**config.mk**
```make
export PLATFORM = sky130hd
export DESIGN_NAME = piso_serializer
export DESIGN_NICKNAME = d
export VERILOG_FILES = /design/src/rtl/piso_pkg.sv /design/src/rtl/piso_bit_counter.sv /design/src/rtl/piso_serializer.sv
export SDC_FILE = /design/constraint.sdc
export NUM_CORES = 1
export LEC_CHECK = 0
export CORE_MARGIN = 4
export CORE_UTILIZATION = 41
export CTS_CLUSTER_SIZE = 24
export DETAILED_ROUTE_END_ITERATION = 7
export PLACE_DENSITY_LB_ADDON = 0.3
export SLEW_MARGIN = 30
export SYNTH_ARGS = -nofsm -noshare
export SYNTH_HDL_FRONTEND = slang
export SYNTH_HIERARCHICAL = 1
export SYNTH_SLANG_ARGS = --single-unit
```
**constraint.sdc**
```tcl
create_clock -name clock -period 1.8 [get_ports clock]
set_clock_uncertainty 0.2 [all_clocks]
set_input_delay 0.36 -clock clock [delete_from_list [all_inputs] [get_ports clock]]
set_output_delay 0.36 -clock clock [all_outputs]
set_load 0.05 [all_outputs]
```
**src/rtl/piso_pkg.sv**
```systemverilog
// Types and constants shared by the parallel-in serial-out serializer and its bit counter.
package piso_pkg;

  typedef enum logic {
    IDLE  = 1'b0,
    SHIFT = 1'b1
  } state_t;

  localparam int DEFAULT_WIDTH = 8;

endpackage

```
**src/rtl/piso_bit_counter.sv**
```systemverilog
// Clearable, enabled bit counter for one serial frame; saturates at WIDTH-1 and flags it.
module piso_bit_counter
  import piso_pkg::*;
#(
  parameter int WIDTH = DEFAULT_WIDTH,
  localparam int CW = $clog2(WIDTH)
) (
  input  logic          clock,
  input  logic          reset,
  input  logic          clear,
  input  logic          enable,
  output logic [CW-1:0] count,
  output logic          terminal
);

  logic [CW-1:0] count_reg;

  // Clear wins over enable so a reload on the last bit restarts the frame at 0.
  always_ff @(posedge clock) begin
    if (reset || clear) begin
      count_reg <= '0;
    end else if (enable && !terminal) begin
      count_reg <= count_reg + 1'b1;
    end
  end

  assign count    = count_reg;
  assign terminal = (count_reg == CW'(WIDTH - 1));

endmodule

```
**src/rtl/piso_serializer.sv**
```systemverilog
// Parallel-in serial-out serializer with load/shift handshakes, frame markers and gapless reload.
module piso_serializer
  import piso_pkg::*;
#(
  parameter int WIDTH     = DEFAULT_WIDTH,
  parameter bit MSB_FIRST = 1'b1,
  localparam int CW = $clog2(WIDTH)
) (
  input  logic             clock,
  input  logic             reset,
  input  logic [WIDTH-1:0] datain,
  input  logic             load_valid,
  output logic             load_ready,
  input  logic             shift_en,
  output logic             sout,
  output logic             sout_valid,
  output logic             frame_start,
  output logic             frame_end,
  output logic             busy
);

  state_t           state_reg, state_next;
  logic [WIDTH-1:0] shift_reg;
  logic [WIDTH-1:0] shifted;
  logic             out_bit;
  logic [CW-1:0]    bit_count;
  logic             last_bit;
  logic             in_shift;
  logic             load_hs;
  logic             bit_xfer;

  generate
    if (MSB_FIRST) begin : g_msb_first
      assign out_bit = shift_reg[WIDTH-1];
      assign shifted = {shift_reg[WIDTH-2:0], 1'b0};
    end else begin : g_lsb_first
      assign out_bit = shift_reg[0];
      assign shifted = {1'b0, shift_reg[WIDTH-1:1]};
    end
  endgenerate

  assign in_shift = (state_reg == SHIFT);
  // A new word is taken when idle, or on the final bit transfer for back-to-back frames.
  assign load_ready = !reset && (!in_shift || (last_bit && shift_en));
  assign load_hs    = load_valid && load_ready;
  assign bit_xfer   = in_shift && shift_en;

  piso_bit_counter #(
    .WIDTH(WIDTH)
  ) u_bit_counter (
    .clock   (clock),
    .reset   (reset),
    .clear   (load_hs),
    .enable  (bit_xfer),
    .count   (bit_count),
    .terminal(last_bit)
  );

  always_ff @(posedge clock) begin
    if (reset) begin
      state_reg <= IDLE;
    end else begin
      state_reg <= state_next;
    end
  end

  always_comb begin
    state_next = state_reg;
    case (state_reg)
      IDLE: begin
        if (load_hs) begin
          state_next = SHIFT;
        end
      end
      SHIFT: begin
        if (bit_xfer && last_bit && !load_hs) begin
          state_next = IDLE;
        end
      end
      default: state_next = IDLE;
    endcase
  end

  always_ff @(posedge clock) begin
    if (reset) begin
      shift_reg <= '0;
    end else if (load_hs) begin
      shift_reg <= datain;
    end else if (bit_xfer && !last_bit) begin
      shift_reg <= shifted;
    end
  end

  // Every serial-side output is a function of registered state only.
  assign sout_valid  = in_shift;
  assign busy        = in_shift;
  assign sout        = in_shift && out_bit;
  assign frame_start = in_shift && (bit_count == '0);
  assign frame_end   = in_shift && last_bit;

endmodule

```
==> flow_metrics.env <==
export IMPL_status="finished, violations left"
export IMPL_failed_checks="setup timing"
export IMPL_numCtsBuffers=3
export IMPL_route_detailed_drc=0
export IMPL_overflow=0
export IMPL_final_cell_mix="14 x nand2_1, 11 x clkdlybuf4s50_1, 10 x nor3_1, 10 x buf_4, 9 x dfxtp_1"
export IMPL_areaGrowthSynthToFinish_pct=53.20
export IMPL_synthArstFlopShare_pct=0
export IMPL_final_hold_violation_count=0
export IMPL_yosys_top_cells_area="dfxtp_1 35%, a311oi_2 15%, nand2_1 7.7%"
export IMPL_worstMarginPinSlew_ns=0.4276
export IMPL_seq_power_share_pct=42.0
export IMPL_leakagePower_nw=0.3895
export IMPL_cts_sinks=12
export IMPL_critical_path_arrival_ns=1.32
export IMPL_crit_required_ns=1.24
export IMPL_rsz0062_at_grt="true"
export IMPL_viasPerCell=5.455
export IMPL_setup_viol=4
export IMPL_final_common_cell="nand2_1"
export IMPL_slowest_delay_ns=0.34
export IMPL_avgSynthCellArea_um2=9.640
export IMPL_clkLatencyLatePin_ns=0.27
export IMPL_min_path_type="reg2reg"
export IMPL_final_nets=111
export IMPL_grt_usage_pct=14.03
export IMPL_ant_nets=0
export IMPL_slowest_stage="dfxtp_2"
export IMPL_dr_pass1_iters=4
export IMPL_crit_path_end_kind="primary output"
export IMPL_start_kind="flip-flop"
export IMPL_htreeDepth=1
export IMPL_grt_max_degree=13
export IMPL_drv_slew=0
export IMPL_drive_gt1_share_pct=40.63
export IMPL_largest_reg_flops=8
export IMPL_hpwl_um=1148
export IMPL_synth_largest_area_cell="dfxtp_1"
export IMPL_synth_distinct_cells=24
export IMPL_syn_cell_area_um2=684.4
export IMPL_initial_utilization_pct=44.40
export IMPL_syn_inst=71
export IMPL_p_int_mw=0.4995
export IMPL_die_x_um=48.86
export IMPL_stdcell_area_mm2=0.001049
export IMPL_period_needed_ns=1.881
export IMPL_switching_share_pct=27.61
export IMPL_synth_edf_count=0
export IMPL_cp_max_fo=4
export IMPL_vias=611
export IMPL_io_buffers=17
export IMPL_clock_root_buffer="clkbuf_4"
export IMPL_p_per_area_mw_per_mm2=658.0
export IMPL_pwr_share_comb_pct=26.4
export IMPL_ys_ff_latch=12
export IMPL_grt_pass1_vias=580
export IMPL_seq_area_frac_synth_pct=35.10
export IMPL_path_class="reg2out"
export IMPL_ir_drop_mv=0.4067
export IMPL_holdBufCountCts=0
export IMPL_antenna_cells=0
export IMPL_grt_pass1_wl_um=2656
export IMPL_dieArea_mm2=0.002387
export IMPL_yosysWarnings=6
export IMPL_rows=14
export IMPL_critPathTopFamily="flip-flops"
export IMPL_drt_iter0_drc=9
export IMPL_layout_setup_ws_ns=-0.08117
export IMPL_cp_cell_sequence="ha_4 > ha_4 > a21boi_4 > nor2_4 > buf_12"
export IMPL_syn_num_nets=85
export IMPL_synth_main_ff_cell="dfxtp_1"
export IMPL_clockPowerShare_pct=31.5
export IMPL_timing_final_crit_share_pct=104.5
export IMPL_fillers=124
export IMPL_maxCapViolCount=0
export IMPL_die_h_um=48.86
export IMPL_antenna_found_initial=0
export IMPL_wl_per_cell_um=13.64
export IMPL_cts_tree="yes"
export IMPL_synth_top_cell_area_share_pct=35.10
export IMPL_crit_buf_inv=1
export IMPL_path_clk_slew_ns=0.08
export IMPL_fmax_mhz=531.6
export IMPL_place_gp_congestion=0.7394
export IMPL_max_slew_margin_pct=71.49
export IMPL_drt_wl_total_um=1528
export IMPL_core_mm2=0.001541
export IMPL_placed_area_um2=993.5
export IMPL_p_switching_mw=0.1905
export IMPL_finalSetupTns_ns=-0.09652
export IMPL_cts_buffer_depth=2
export IMPL_ios=18
export IMPL_cpMostUsedCell="ha_4"
[worst reg2reg max path, delay by kind of cell, from the launching register on]
kind,cells,cell delay [ns]
DFF,1,0.34
buffers and inverters,1,0.09
and+or+nand+nor,2,0.59
adders and majority gates,2,0.32
AOI/OAI and AO/OA,1,0.19
[logic make-up (layout without fill, tap and decap cells)]
family	after synthesis	count (layout)	share of synthesized area, %
adder cells (fa/ha/maj)	2	2	3.656
multiplexers	2	2	2.925
buffers and inverters	7	32	7.859
XOR/XNOR	1	1	1.280
AND/OR/NAND/NOR	37	37	29.25
flip-flops	12	12	35.10
AO/OA/AOI/OAI	10	10	19.93
[power groups by stage]
stage          Combinational, mW  Sequential [mW]  Clock, mW
4_1_cts                    0.183            0.290      0.220
5_1_grt                    0.195            0.292      0.242
6_report                   0.182            0.290      0.218
2_1_floorplan             0.0962            0.302          0
3_3_place_gp               0.179            0.295          0
3_5_place_dp               0.182            0.295          0
[layer usage]
layer	wire length (um)	vias to the layer above	GRT usage, %
li1	-	303	-
met1	705	292	17.69
met5	0	-	0
met3	83	2	4.587
met4	12	0	5.381
met2	726	14	21.96
[Yosys cell counts (2+ instances only)]
cell	count
nor2_1	3
buf_4	2
and2_1	3
buf_6	2
mux2i_1	2
nor3_1	10
dfxtp_1	12
nand2_1	14
ha_1	2
a311oi_2	7
[per-stage QoR]
stage               hold WS (ns)  cells  total power, mW  worst slack, ns  utilization (%)
CTS                       0.3117    112           0.6924         -0.09290            68.02
global placement          0.2795    107           0.4738          -0.1855            64.45
global route              0.3320    112           0.7288          -0.1593            68.02
detailed placement        0.2912    107           0.4768          -0.2772            64.45
finish                    0.3068    112           0.6899         -0.08117            68.02
floorplan                 0.2292     71           0.3979          0.03268                -
[layout make-up]
class / instances / area, um2 / share of cell area [%]
tap: 16 / 20.02 / 1.909
clock buffer: 4 / 36.28 / 3.461
inverter: 1 / 3.754 / 0.3580
multi-input combinational: 52 / 439.2 / 41.89
timing repair buffer: 27 / 305.3 / 29.12
sequential: 12 / 244.0 / 23.27
[worst paths after layout]
kind	from	endpoint	slack, ns	cells past startpoint
setup / recovery	u_bit_counter/count[0]	load_ready	-0.08	5
hold reg to reg	shift_reg[7]	shift_reg[7]	0.31	2
setup reg to reg	u_bit_counter/count[0]	u_bit_counter/count[2]	-0.01	6
hold / removal	shift_reg[7]	shift_reg[7]	0.31	2
[timing repair]
item | CTS | global route
endpoints found under the setup margin | 12 | 13
pin swaps | 2 | 0
resized for setup | 2 | 0
setup buffers | 1 | 0
(Power assumes the default switching activity.)
